==> config.mk <==
export PLATFORM = sky130hd
export DESIGN_NAME = rx_ip
export DESIGN_NICKNAME = d
export VERILOG_FILES = /design/src/rtl/rx_ip.sv
export SDC_FILE = /design/constraint.sdc
export NUM_CORES = 1
export LEC_CHECK = 0
export ABC_CLOCK_PERIOD_IN_PS = 13040
export BUFFER_PORTS_ARGS = -buffer_cell sky130_fd_sc_hd__buf_2
export CORE_MARGIN = 10
export CORE_UTILIZATION = 65
export CTS_BUF_LIST = sky130_fd_sc_hd__clkbuf_8
export DETAILED_ROUTE_END_ITERATION = 7
export GPL_TIMING_DRIVEN = 0
export PLACE_DENSITY_LB_ADDON = 0.12
export SYNTH_ARGS = -nofsm -noshare
export SYNTH_HDL_FRONTEND = slang
export SYNTH_SLANG_ARGS = --single-unit
==> constraint.sdc <==
create_clock -name s_axis_aclk -period 13.04 [get_ports s_axis_aclk]
set_input_delay 1.956 -clock s_axis_aclk [delete_from_list [all_inputs] [get_ports s_axis_aclk]]
set_output_delay 1.956 -clock s_axis_aclk [all_outputs]
set_load 0.05 [all_outputs]
==> src/rtl/rx_ip.sv <==
// IPv4 receive header parser: validates a fixed 20-byte header, captures its fields,
// and forwards the payload with zero latency while trimming Ethernet padding.
module rx_ip #(
    parameter int CHECK_DEST = 1,
    parameter int HDR_BYTES  = 20
) (
    input  logic        s_axis_aclk,
    input  logic        s_axis_areset,
    input  logic        ip_enable,
    input  logic [31:0] local_ip,
    input  logic [7:0]  s_axis_tdata,
    input  logic        s_axis_tvalid,
    input  logic        s_axis_tlast,
    input  logic        s_axis_tuser,
    output logic        s_axis_tready,
    output logic [7:0]  m_axis_tdata,
    output logic        m_axis_tvalid,
    output logic        m_axis_tlast,
    output logic        m_axis_tuser,
    input  logic        m_axis_tready,
    output logic [31:0] IP_SrcAddr,
    output logic [31:0] IP_DestAddr,
    output logic [15:0] IP_TotLen,
    output logic [7:0]  IP_Protocol,
    output logic        hdr_valid,
    output logic        hdr_err
);

    typedef enum logic [1:0] {IDLE, HEADER, DATA, DROP} state_t;

    state_t      r_state;
    logic [4:0]  r_cnt;
    logic [15:0] r_pay;
    logic        r_first;
    logic [7:0]  r_b0;
    logic [7:0]  r_hi;
    logic [15:0] r_sum;
    logic [15:0] r_totlen_s;
    logic [7:0]  r_proto_s;
    logic [31:0] r_src_s;
    logic [23:0] r_dst_s;
    logic [31:0] r_ip_src;
    logic [31:0] r_ip_dst;
    logic [15:0] r_ip_len;
    logic [7:0]  r_ip_proto;
    logic        r_hdr_valid;
    logic        r_hdr_err;

    state_t      w_state;
    logic        w_bypass;
    logic        w_beat;
    logic [16:0] w_word_sum;
    logic [15:0] w_sum_fold;
    logic [31:0] w_dest;
    logic        w_pass;
    logic        w_last_hdr;

    // Reset forces the combinational view to IDLE so outputs are quiet before the first edge.
    assign w_state  = s_axis_areset ? IDLE : r_state;
    assign w_bypass = (w_state == IDLE) && !ip_enable;
    assign w_beat   = s_axis_tvalid && s_axis_tready;

    assign w_word_sum = {1'b0, r_sum} + {1'b0, r_hi, s_axis_tdata};
    assign w_sum_fold = w_word_sum[15:0] + {15'd0, w_word_sum[16]};
    assign w_dest     = {r_dst_s, s_axis_tdata};
    assign w_last_hdr = (r_cnt == 5'(HDR_BYTES - 1));
    assign w_pass     = (r_b0 == 8'h45) && (w_sum_fold == 16'hFFFF) &&
                        (r_totlen_s >= 16'(HDR_BYTES)) &&
                        ((CHECK_DEST == 0) || (w_dest == local_ip));

    always_comb begin
        m_axis_tdata  = s_axis_tdata;
        m_axis_tvalid = 1'b0;
        m_axis_tlast  = 1'b0;
        m_axis_tuser  = 1'b0;
        s_axis_tready = 1'b1;
        if (w_bypass) begin
            m_axis_tvalid = s_axis_tvalid;
            m_axis_tlast  = s_axis_tlast;
            m_axis_tuser  = s_axis_tuser;
            s_axis_tready = m_axis_tready;
        end else if (w_state == DATA) begin
            m_axis_tvalid = s_axis_tvalid;
            m_axis_tlast  = (r_pay == 16'd1) || s_axis_tlast;
            m_axis_tuser  = r_first;
            s_axis_tready = m_axis_tready;
        end
    end

    always_ff @(posedge s_axis_aclk) begin
        if (s_axis_areset) begin
            r_state     <= IDLE;
            r_cnt       <= '0;
            r_pay       <= '0;
            r_first     <= 1'b0;
            r_b0        <= '0;
            r_hi        <= '0;
            r_sum       <= '0;
            r_totlen_s  <= '0;
            r_proto_s   <= '0;
            r_src_s     <= '0;
            r_dst_s     <= '0;
            r_ip_src    <= '0;
            r_ip_dst    <= '0;
            r_ip_len    <= '0;
            r_ip_proto  <= '0;
            r_hdr_valid <= 1'b0;
            r_hdr_err   <= 1'b0;
        end else begin
            r_hdr_valid <= 1'b0;
            r_hdr_err   <= 1'b0;
            case (r_state)
                IDLE: begin
                    if (ip_enable && w_beat && s_axis_tuser) begin
                        r_b0  <= s_axis_tdata;
                        r_hi  <= s_axis_tdata;
                        r_sum <= '0;
                        r_cnt <= 5'd1;
                        if (s_axis_tlast) r_hdr_err <= 1'b1;
                        else              r_state   <= HEADER;
                    end
                end
                HEADER: begin
                    if (w_beat) begin
                        r_cnt <= r_cnt + 5'd1;
                        // Odd bytes complete a 16-bit word, even bytes wait as its high half.
                        if (r_cnt[0]) r_sum <= w_sum_fold;
                        else          r_hi  <= s_axis_tdata;
                        case (r_cnt)
                            5'd2:  r_totlen_s[15:8] <= s_axis_tdata;
                            5'd3:  r_totlen_s[7:0]  <= s_axis_tdata;
                            5'd9:  r_proto_s        <= s_axis_tdata;
                            5'd12: r_src_s[31:24]   <= s_axis_tdata;
                            5'd13: r_src_s[23:16]   <= s_axis_tdata;
                            5'd14: r_src_s[15:8]    <= s_axis_tdata;
                            5'd15: r_src_s[7:0]     <= s_axis_tdata;
                            5'd16: r_dst_s[23:16]   <= s_axis_tdata;
                            5'd17: r_dst_s[15:8]    <= s_axis_tdata;
                            5'd18: r_dst_s[7:0]     <= s_axis_tdata;
                            default: ;
                        endcase
                        if (w_last_hdr) begin
                            if (w_pass) begin
                                r_hdr_valid <= 1'b1;
                                r_ip_src    <= r_src_s;
                                r_ip_dst    <= w_dest;
                                r_ip_len    <= r_totlen_s;
                                r_ip_proto  <= r_proto_s;
                                r_pay       <= r_totlen_s - 16'(HDR_BYTES);
                                r_first     <= 1'b1;
                                if (s_axis_tlast)
                                    r_state <= IDLE;
                                else if (r_totlen_s == 16'(HDR_BYTES))
                                    r_state <= DROP;
                                else
                                    r_state <= DATA;
                            end else begin
                                r_hdr_err <= 1'b1;
                                r_state   <= s_axis_tlast ? IDLE : DROP;
                            end
                        end else if (s_axis_tlast) begin
                            r_hdr_err <= 1'b1;
                            r_state   <= IDLE;
                        end
                    end
                end
                DATA: begin
                    if (w_beat) begin
                        r_first <= 1'b0;
                        r_pay   <= r_pay - 16'd1;
                        if (s_axis_tlast)         r_state <= IDLE;
                        else if (r_pay == 16'd1)  r_state <= DROP;
                    end
                end
                DROP: begin
                    if (w_beat && s_axis_tlast) r_state <= IDLE;
                end
                default: r_state <= IDLE;
            endcase
        end
    end

    assign IP_SrcAddr  = r_ip_src;
    assign IP_DestAddr = r_ip_dst;
    assign IP_TotLen   = r_ip_len;
    assign IP_Protocol = r_ip_proto;
    assign hdr_valid   = r_hdr_valid;
    assign hdr_err     = r_hdr_err;

endmodule
### Word-level counts from Yosys, hierarchy flattened

Cells that the tools add are included.

| storage, ports and cells | value |
|---|---|
| register bits after elaboration | 226 |
| logic and storage cells | 146 |
| output and inout bits | 102 |
| input port bits | 47 |
| memories | 0 |
| latch bits | 0 |
| bits in read-only memories | 0 |
| memory bits (writable) | 0 |

| cells by class | value |
|---|---|
| div/mod/pow operators | 0 |
| equal/unequal tests | 31 |
| magnitude comparators | 1 |
| add/subtract/negate cells | 5 |
| mux-type cells | 51 |
| $mul | 0 |
| bitwise operators | 3 |
| reduce and logical (&&, ||, !) cells | 32 |
| shift operators | 0 |

Operator list:

| kind | count |
|---|---|
| 16-bit 2-to-1 mux | 7 |
| 16-bit case mux with 2 select lines | 2 |
| 3-bit AND reduction | 11 |
| 32-bit equality test | 1 |
| 2-bit 2-to-1 mux | 13 |
| 5-bit by 4-bit equality test with 1-bit output, second input constant | 5 |
| 8-bit 2-to-1 mux | 3 |
| 5-bit equality test, second input constant | 4 |
| 1-bit 2-to-1 mux | 19 |
| 2-bit inequality test, second input constant | 9 |
| 16-bit by 16-bit adder with 17-bit output | 1 |
| 16-bit by 1-bit adder with 16-bit output | 1 |
| 16-bit by 1-bit equality test with 1-bit output, second input constant | 1 |
| 16-bit equality test, second input constant | 1 |
| 16-bit by 5-bit equality test with 1-bit output, second input constant | 1 |
| 16-bit by 5-bit greater-or-equal comparator with 1-bit output, second input constant | 1 |
| 8-bit case mux with 2 select lines | 1 |
| 16-bit by 1-bit subtractor with 16-bit output, second input constant | 1 |
| 16-bit by 5-bit subtractor with 16-bit output, second input constant | 1 |
| 4-bit AND reduction | 3 |
| 5-bit by 2-bit equality test with 1-bit output, second input constant | 2 |
| 5-bit 2-to-1 mux | 2 |
| 5-bit case mux with 2 select lines | 1 |
| 8-bit by 7-bit equality test with 1-bit output, second input constant | 1 |
| 16 further kinds | 31 |

### Depth between registers and ports, before layout

Gate-level depths: netlist (run 1).

| logic depth | value |
|---|---|
| depth in word-level cells | 10 |
| mapped depth | 25 |
| gate-level depth less buffers | 23 |

### Least setup slack after synthesis (run 1)

No wires, ideal clock.

| timing path | value |
|---|---|
| kind | input -> register |
| from | in s_axis_tdata[0] |
| to | reg r_pay[15] |
| required time | 12903 ps |
| stages | 24 |
| library setup time | 137 ps |
| arrival time | 6520 ps |
| setup slack | 6383 ps |
| buffers on the path | 1 |
| path through | ha_1 inv_1 fa_1 nand2b_1 a211oi_1 o2111ai_1 a31oi_1 nor2_1 nor2_1 o21ai_0 a21oi_1 or2_2 ha_1 ha_1 xor2_1 nand4_1 or4_1 a2111oi_0 o211ai_1 nor4_4 a31oi_1 buf_2 a211oi_1 o32ai_2 |

| between the ends | value |
|---|---|
| cells in the longest elaborated chain, start to end | 8 |
| elaborated cells between the ends (all ways) | 9 |
| classes of those cells | add/sub: 2; eq/ne: 3; reduce/logical: 4 |

Ends and longest elaborated chain:

| item | line | source |
|---|---|---|
| start, declared | 11 | `input logic [7:0] s_axis_tdata,` |
| 16-bit by 16-bit adder with 17-bit output | 63 | `assign w_word_sum = {1'b0, r_sum} + {1'b0, r_hi, s_axis_tdata};` |
| 16-bit by 1-bit adder with 16-bit output | 64 | `assign w_sum_fold = w_word_sum[15:0] + {15'd0, w_word_sum[16]};` |
| 16-bit equality test | 67 | `assign w_pass = (r_b0 == 8'h45) && (w_sum_fold == 16'hFFFF) &&` |
| 1-bit logical AND (2 in a row) | 67 |  |
| 1-bit logical AND * | 68 | `(r_totlen_s >= 16'(HDR_BYTES)) &&` |
| 2-bit inequality test (no line) * | -- |  |
| 5-bit AND reduction (no line) * | -- |  |
| end signal, assigned | 149 | `r_pay <= r_totlen_s - 16'(HDR_BYTES);` |
| end signal, assigned | 170 | `r_pay <= r_pay - 16'd1;` |
| end, declared | 33 | `logic [15:0] r_pay;` |

Mark *: on every way between the ends. The rest lies on a longest branch, timed or not.
A chain may end at the register's enable or synchronous reset.

### Worst setup path after layout (run 1)

| timing path | value |
|---|---|
| from | in s_axis_tdata[0] |
| to | reg r_ip_dst[15], in the netlist IP_DestAddr[15] |

| between the ends | value |
|---|---|
| cells in the longest elaborated chain, start to end | 7 |
| elaborated cells between the ends (all ways) | 8 |
| classes of those cells | add/sub: 2; eq/ne: 2; reduce/logical: 4 |

Ends and longest elaborated chain:

| item | line | source |
|---|---|---|
| 16-bit by 16-bit adder with 17-bit output | 63 |  |
| 16-bit by 1-bit adder with 16-bit output | 64 |  |
| 16-bit equality test | 67 |  |
| 1-bit logical AND (2 in a row) | 67 |  |
| 1-bit logical AND * | 68 |  |
| 4-bit AND reduction (no line) * | -- |  |
| end signal, assigned | 146 | `r_ip_dst <= w_dest;` |
| end, declared | 43 | `logic [31:0] r_ip_dst;` |

Marks and branches as above.

==> reports/results.tsv, run 1 <==
stage	metric	value	unit
synthesis	synth-edff-count	0	
route	drc	0	
worst_setup_path	crit_path_top_delay_cell	a211oi_1	
worst_setup_path	worstSetupStartpointType	input pin	
synthesis	ys_warn_count	0	
timing	setup_viol	0	
synthesis	ys_seq_area_share	40.8	%
power_and_ir_drop	powerDensity	106	nW/um^2
synthesis	synthCells	1415	
final_layout	drive_above_1_share	14.5	%
route	via_per_inst	6.25	
grt	antenna_found_initial	0	
grt	grt_overflow_total	0	
timing	hold_slack	0.447	ns
worst_setup_path	path_delay_family	compound AO/OA/AOI/OAI gates	
power_and_ir_drop	intPower	0.00101	W
clocking	clock_path_buffers	3	
timing	min_period_over_period	61.6	%
power_and_ir_drop	ir_drop	0.0813	mV
power_and_ir_drop	pwr-share-seq	51.1	%
timing	fin_crit	8.03	ns
route	routed_wl	36200	um
route	final_antenna_net_count	0	
floorplanning	fp.dieW	151	um
clocking	cts_hold_buf	0	
final_layout	multi_input_area	5970	um^2
worst_setup_path	r2r-start	r_sum[0]	
floorplanning	die-area	22700	um^2
worst_setup_path	cp.arrival	8.42	ns
timing	finalSetupTns	0	ns
synthesis	ys.flop_type	dfxtp_1	
synthesis	synthesis.area	11100	um^2
synthesis	synth-compound-area-share	17.9	%
min_path	min_path_type	register to register	
final_layout	fin_cells	1844	
synthesis	synthMuxAreaShare	1.53	%
route	num_vias	11500	
timing	worst-slew-pin-transition	1.14	ns
placement	port_buffers	148	
grt	grt_use_total	30.6	%
synthesis	syn_nets	1490	
timing	hold_viol_final	0	
power_and_ir_drop	swShare	25.5	%
route	drt-wirelength-per-cell	19.7	um
floorplanning	start_util	66.7	%
clocking	tritoncts	yes	
clocking	clkTransAtPathRegs	0.05	ns
power_and_ir_drop	comb_power_share	6.5	%
power_and_ir_drop	leakagePower	4.86	nW
timing	slew-limit-headroom	23.5	%
final_layout	syn_to_final_growth	15.1	%
timing	final_max_slew_viol_count	0	
final_layout	mostFrequentLayoutCell	nand2_1	
synthesis	synthAdderAreaFrac	3.23	%
synthesis	async_reset_ff_share	0	%
placement	dpl.hpwl	26800	um
clocking	post_cts_buffers	0	
worst_setup_path	critPathRequiredTime	13.43	ns
worst_setup_path	cp-startpoint	s_axis_tdata[0]	
min_path	holdCritStartpoint	IP_TotLen[12]	
floorplanning	num_io_pins	149	
route	dr.pass1.iters	6	
grt	grt_max_degree	11	
placement	gp_congestion	0.991	
final_layout	final_cell_mix	nand2_1 (240), dfxtp_1 (226), a21oi_1 (219)	
floorplanning	fp.dieH	151	um
timing	finalClockSkew	0.0221	ns
synthesis	yosys.cell_types.count	65	
floorplanning	core_area	16600	um^2
worst_setup_path	cp_num_buf_inv	4	
clocking	cts_buffers	38	
final_layout	fillers	1321	
status	status	complete, no violations	
worst_setup_path	worstSetupPathType	input pin to register	
clocking	cts_sinks	226	
clocking	clk-insertion-delay-late	0.55	ns
route	drtIter0Drc	1315	
clocking	htree_num_levels	2	
synthesis	synth_top_family_by_area	simple AND/OR/NAND/NOR gates	
timing	max_freq	125	MHz
synthesis	synthXorXnorAreaFrac	5.05	%
power_and_ir_drop	clkPwrFrac	42.4	%
timing	rsz0062_at_grt	false	
grt	grt_pass1_vias	10900	
final_layout	nets	1678	
power_and_ir_drop	power.total	0.00136	W
floorplanning	rows	47	
worst_setup_path	crit_fanout	10	
job	maxCapViolations	0	
clocking	clockRootBuffer	clkbuf_8	
power_and_ir_drop	power.switching	0.000346	W
clocking	cts_resized	0	
worst_setup_path	max_stage_delay	0.68	ns
grt	grt_pass1_wl	56200	um
worst_setup_path	end_kind	register	
synthesis	yosys.area_share.simple	26.2	%
synthesis	ys_ff_latch	226	
synthesis	avgSynthCellArea	7.84	um^2
placement	dp_cells	1783	
final_layout	seq_area	4520	um^2
==> cells in the mapped netlist, drive strengths merged (7+ instances only) <==
library cell | count | area [um^2]
nor3 | 31 | 165
and2 | 10 | 62.6
o311ai | 7 | 86.3
a21oi | 219 | 1100
clkbuf | 86 | 323
a211oi | 8 | 60.1
dfxtp | 226 | 4520
nand2b | 9 | 56.3
nor2 | 72 | 270
a31oi | 14 | 87.6
o21ai | 26 | 130
nor4 | 11 | 90.1
nand3 | 190 | 951
inv | 16 | 60.1
xnor2 | 51 | 447
nand4 | 14 | 87.6
mux2i | 17 | 170
ha | 27 | 338
nand2 | 240 | 901
xor2 | 13 | 114
buf | 25 | 215
nor2b | 11 | 68.8
and3 | 13 | 81.3
==> kinds of logic after synthesis <==
family | Yosys count
simple gates | 624
flops | 226
fa+ha+maj | 28
compound gates | 329
buf+inv | 127
mux | 17
xor+xnor | 64
==> flip-flops by register name, summed over array words and instances (netlist names), 5 cells and up <==
register and count:
r_cnt 5, r_hi 8, r_proto_s 8, r_pay 16, IP_DestAddr 32, r_sum 16
IP_Protocol 8, IP_TotLen 16, r_b0 8, IP_SrcAddr 32, r_dst_s 24, r_src_s 32
r_totlen_s 16
==> worst register-to-register path: stages (launching register included) <==
cell,delay [ns]
dfxtp_1,0.34
ha_1,0.20
inv_1,0.07
fa_1,0.40
nand2b_1,0.20
a211oi_1,0.68
o2111ai_1,0.25
a31oi_1,0.35
nor2_1,0.10
nor2_1,0.09
o21ai_0,0.08
a21oi_1,0.17
or2_2,0.14
ha_1,0.16
ha_1,0.22
xor2_1,0.22
nand4_1,0.09
or4_1,0.45
a2111oi_0,0.41
o211ai_1,0.20
nor4_2,0.31
nand4_1,0.58
buf_2,0.45
buf_2,0.23
nand2_1,0.09
a21oi_1,0.06
==> worst paths after layout <==
| check | to | slack, ns | depth (start not counted) |
|---|---|---|---|
| setup / recovery | IP_DestAddr[15] | 5.01 | 26 |
| hold / removal | IP_TotLen[12] | 0.45 | 2 |
| hold reg to reg | IP_TotLen[12] | 0.45 | 2 |
| setup reg to reg | IP_DestAddr[15] | 6.36 | 25 |
==> metrics by stage <==
step           worst slack [ns]  util (%)  instance area (um^2)
6_report                   5.01      76.7                 12800
4_1_cts                    5.15      76.7                 12800
2_1_floorplan              6.38         -                 11100
3_5_place_dp               4.62      72.8                 12100
5_1_grt                    4.61      76.7                 12800
3_3_place_gp               4.73      72.8                 12100
==> layout make-up <==
cell class                      count  area share, %
Buffer                            111           4.21
Clock inverter                     18          0.617
Antenna cell                        1         0.0196
Inverter                           16          0.470
Multi-Input combinational cell   1062           46.8
Clock buffer                       42           4.53
Sequential cell                   226           35.4
Tap cell                          220           2.16
Timing Repair Buffer              148           5.80
==> power groups by stage <==
| stage | combinational, W | clock, W | sequential (W) |
|---|---|---|---|
| floorplan | 0.0000526 | 0 | 0.000709 |
| global placement | 0.0000845 | 0 | 0.000709 |
| detailed placement | 0.0000857 | 0 | 0.000709 |
| CTS | 0.0000861 | 0.000573 | 0.000694 |
| global route | 0.0000932 | 0.000605 | 0.000694 |
| finish | 0.0000885 | 0.000575 | 0.000694 |
==> per-layer routing <==
metal,vias to the layer above,GRT usage [%],part of all wire [%]
li1,5344,-,-
met1,5437,38.1,38
met2,615,49.6,47
met3,133,6.18,10
met4,0,15.4,4.5
met5,-,0,0
Note: power is estimated with default switching activity, not from simulation.
==> run 2: changes to the inputs <==
--- a/config.mk
+++ b/config.mk
@@ -5,10 +5,11 @@
 export SDC_FILE = /design/constraint.sdc
 export NUM_CORES = 1
 export LEC_CHECK = 0
-export ABC_CLOCK_PERIOD_IN_PS = 13040
+export ABC_AREA = 1
+export ABC_CLOCK_PERIOD_IN_PS = 7200
 export BUFFER_PORTS_ARGS = -buffer_cell sky130_fd_sc_hd__buf_2
 export CORE_MARGIN = 10
-export CORE_UTILIZATION = 65
+export CORE_UTILIZATION = 55
 export CTS_BUF_LIST = sky130_fd_sc_hd__clkbuf_8
 export DETAILED_ROUTE_END_ITERATION = 7
 export GPL_TIMING_DRIVEN = 0
==> constraint.sdc (replaced) <==
create_clock -name s_axis_aclk -period 7.2 [get_ports s_axis_aclk]
set_input_delay 1.08 -clock s_axis_aclk [delete_from_list [all_inputs] [get_ports s_axis_aclk]]
set_output_delay 1.08 -clock s_axis_aclk [all_outputs]
set_load 0.05 [all_outputs]
==> reports/results.tsv, run 2 <==
stage	metric	value	unit	change
clocking	clockRootBuffer	clkbuf_8		unchanged
synthesis	synth_area_leader_cell	dfxtp_1		unchanged
final_layout	fillers	2044		was 1321
grt	grt_pass1_vias	11900		was 10900
final_layout	nets	2128		was 1678
synthesis	synth_top_area_share	37.9	%	was 40.8%
floorplanning	die-area	28000	um^2	was 22700 um^2
floorplanning	fp.dieW	167	um	was 151 um
clocking	cts_hold_buf	0		unchanged
route	num_vias	12700		was 11500
timing	max_freq	192	MHz	
floorplanning	core_area	21200	um^2	was 16600 um^2
final_layout	fin_cells	2362		was 1844
floorplanning	num_io_pins	149		unchanged
worst_setup_path	max_stage_delay	0.39	ns	was 0.68 ns
placement	port_buffers	148		unchanged
synthesis	synthCells	1863		was 1415
grt	grt_max_degree	12		was 11
floorplanning	start_util	56.3	%	was 66.7%
power_and_ir_drop	powerDensity	204	nW/um^2	was 106 nW/um^2
min_path	min_path_type	register to register		unchanged
timing	setup_viol	0		unchanged
worst_setup_path	r2r_end	IP_DestAddr[1]		was IP_DestAddr[15]
timing	min_period_over_period	72.4	%	
timing	finalSetupTns	0	ns	unchanged
timing	worst-slew-pin-transition	0.944	ns	was 1.14 ns
clocking	cts_resized	0		unchanged
min_path	holdPathEnd	r_src_s[2]		was IP_TotLen[12]
clocking	clkTransAtPathRegs	0.06	ns	was 0.05 ns
route	final_antenna_net_count	0		unchanged
route	dr.pass1.iters	6		unchanged
placement	dp_cells	2286		was 1783
worst_setup_path	worstSetupPathType	input pin to register		unchanged
synthesis	ys.flop_type	dfxtp_1		unchanged
final_layout	final_cell_mix	nand2_1 (426), nor2_1 (305), dfxtp_1 (226)		was nand2_1 (240), dfxtp_1 (226), a21oi_1 (219)
synthesis	synth_most_common_cell	nand2_1		unchanged
final_layout	syn_to_final_growth	16.7	%	was 15.1%
synthesis	synth-edff-count	0		unchanged
timing	final_max_slew_viol_count	0		unchanged
clocking	htree_num_levels	2		unchanged
min_path	whs_path_depth	2		unchanged
worst_setup_path	end_kind	register		unchanged
synthesis	synthesis.area	11900	um^2	was 11100 um^2
synthesis	ys_top_cells_by_area	dfxtp_1 (38%), nand2_1 (13%), nor2_1 (9.6%)		was dfxtp_1 (41%), a21oi_1 (9.9%), nand3_1 (8.6%)
worst_setup_path	critPathRequiredTime	7.63	ns	was 13.43 ns
route	drt-wirelength-per-cell	15.9	um	was 19.7 um
clocking	cts_buffers	40		was 38
worst_setup_path	path_delay_family	simple AND/OR/NAND/NOR gates		was compound AO/OA/AOI/OAI gates
route	drtIter0Drc	1240		was 1315
worst_setup_path	cp.arrival	5.64	ns	was 8.42 ns
clocking	cts_sinks	226		unchanged
placement	dpl.hpwl	28300	um	was 26800 um
worst_setup_path	worstSetupStartpointType	input pin		unchanged
job	maxCapViolations	0		unchanged
worst_setup_path	r2r-start	r_sum[0]		unchanged
grt	antenna_found_initial	3		was 0
timing	slew-limit-headroom	37.1	%	was 23.5%
placement	gp_congestion	0.975		was 0.991
clocking	tritoncts	yes		unchanged
final_layout	drive_above_1_share	13.4	%	was 14.5%
status	status	complete, no violations		unchanged
synthesis	ys_warn_count	0		unchanged
synthesis	ys_ff_latch	226		unchanged
power_and_ir_drop	leakagePower	6.50	nW	was 4.86 nW
grt	grt_pass1_wl	59800	um	was 56200 um
min_path	holdCritStartpoint	r_src_s[2]		was IP_TotLen[12]
synthesis	syn_nets	1938		was 1490
synthesis	synth_common_cells	nand2_1 (426), nor2_1 (305), dfxtp_1 (226)		was nand2_1 (240), dfxtp_1 (226), a21oi_1 (219)
worst_setup_path	cp-startpoint	s_axis_tdata[0]		unchanged
clocking	post_cts_buffers	0		unchanged
timing	finalClockSkew	0.0297	ns	was 0.0221 ns
worst_setup_path	crit_path_top_delay_cell	fa_1		was a211oi_1
grt	grt_overflow_total	0		unchanged
floorplanning	fp.dieH	167	um	was 151 um
worst_setup_path	crit_fanout	10		unchanged
route	routed_wl	37700	um	was 36200 um
synthesis	async_reset_ff_share	0	%	unchanged
worst_setup_path	r2r_cells	29		was 25
final_layout	seq_area	4520	um^2	unchanged
synthesis	yosys.cell_types.count	42		was 65
power_and_ir_drop	ir_drop	0.149	mV	was 0.0813 mV
worst_setup_path	cp_num_buf_inv	6		was 4
timing	fin_crit	5.21	ns	
route	drc	0		unchanged
timing	hold_viol_final	0		unchanged
final_layout	multi_input_area	6130	um^2	was 5970 um^2
grt	grt_use_total	25.6	%	was 30.6%
worst_setup_path	r2r_slack	2.30	ns	was 6.36 ns
floorplanning	rows	53		was 47
route	via_per_inst	5.36		was 6.25
clocking	clock_path_buffers	3		unchanged
timing	rsz0062_at_grt	false		unchanged
clocking	clk-insertion-delay-late	0.56	ns	was 0.55 ns
final_layout	mostFrequentLayoutCell	nand2_1		unchanged
synthesis	avgSynthCellArea	6.41	um^2	was 7.84 um^2
synthesis	ys_seq_area_share	37.9	%	was 40.8%
==> run 2: cell count changes in the layout (fill, tap and decap cells not counted), moves of 14 or more <==
cell,previous run,this run
o21ai_0,21,120
buf_1,1,15
xnor2_1,51,6
mux2i_1,17,0
buf_2,152,167
inv_1,31,225
nand2_1,240,426
clkbuf_1,86,42
nor2_1,72,305
nand3_1,190,172
nand4_1,14,33
a21oi_1,219,150
==> run 2: cell families after synthesis <==
| kind of cell | synth area share [%] |
|---|---|
| AO/OA/AOI/OAI | 12.8 |
| XOR/XNOR | 1.03 |
| adder cells (fa/ha/maj) | 3.00 |
| buffers and inverters | 10.8 |
| flip-flops | 37.9 |
| AND/OR/NAND/NOR | 34.5 |
==> run 2: cell type report <==
cell class              count  share of cell area [%]
inverters                 227                    6.12
clock inverters            25                    1.63
diodes                      2                  0.0359
clock buffers              49                    4.84
flip-flops and latches    226                    32.5
plain buffers              90                    3.13
repair buffers            148                    5.32
multi-input cells        1320                    44.0
well taps                 275                    2.47
==> run 2: per-stage QoR <==
stage          power [W]  util, %  worst slack [ns]  hold WS, ns  area [um^2]
6_report         0.00284     65.7              1.99        0.457        13900
5_1_grt          0.00293     65.6              1.58        0.473        13900
4_1_cts          0.00284     65.6              2.09        0.455        13900
3_5_place_dp     0.00153     61.4              1.56        0.446        13000
3_3_place_gp     0.00152     61.4              1.61        0.442        13000
2_1_floorplan    0.00145        -              2.79        0.430        11900
==> run 2: how the worst max path moves through the flow <==
stage	to	slack, ns	cells past startpoint
CTS	IP_DestAddr[1]	2.09	30
global route	IP_DestAddr[1]	1.58	30
detailed placement	IP_DestAddr[1]	1.56	30
floorplan	IP_DestAddr[12]	2.79	29
global placement	IP_DestAddr[1]	1.61	30
finish	IP_DestAddr[1]	1.99	30
==> run 2: routing by layer <==
layer / global-route usage (%) / wire length, um / vias to the layer above
li1: - / - / 6340
met1: 33.0 / 16200 / 5688
met2: 41.0 / 16900 / 555
met3: 6.25 / 3600 / 78
met4: 8.29 / 984 / 2
met5: 0 / 8 / -
==> run 2: where the power goes <==
part,total [W],internal (W),switching [W]
Combinational,0.000242,0.0000672,0.000175
Clock,0.00133,0.000769,0.000560
Sequential,0.00127,0.00126,0.00000646
Total,0.00284,0.00210,0.000742
==> run 2: worst reg2reg max path: cells and delay by family, from the launching register on <==
kind                       cells  cell delay, ns
and+or+nand+nor               18            2.45
adders and majority gates      4            1.09
buffers and inverters          5            0.69
DFF                            1            0.35
AOI/OAI and AO/OA              2            0.21
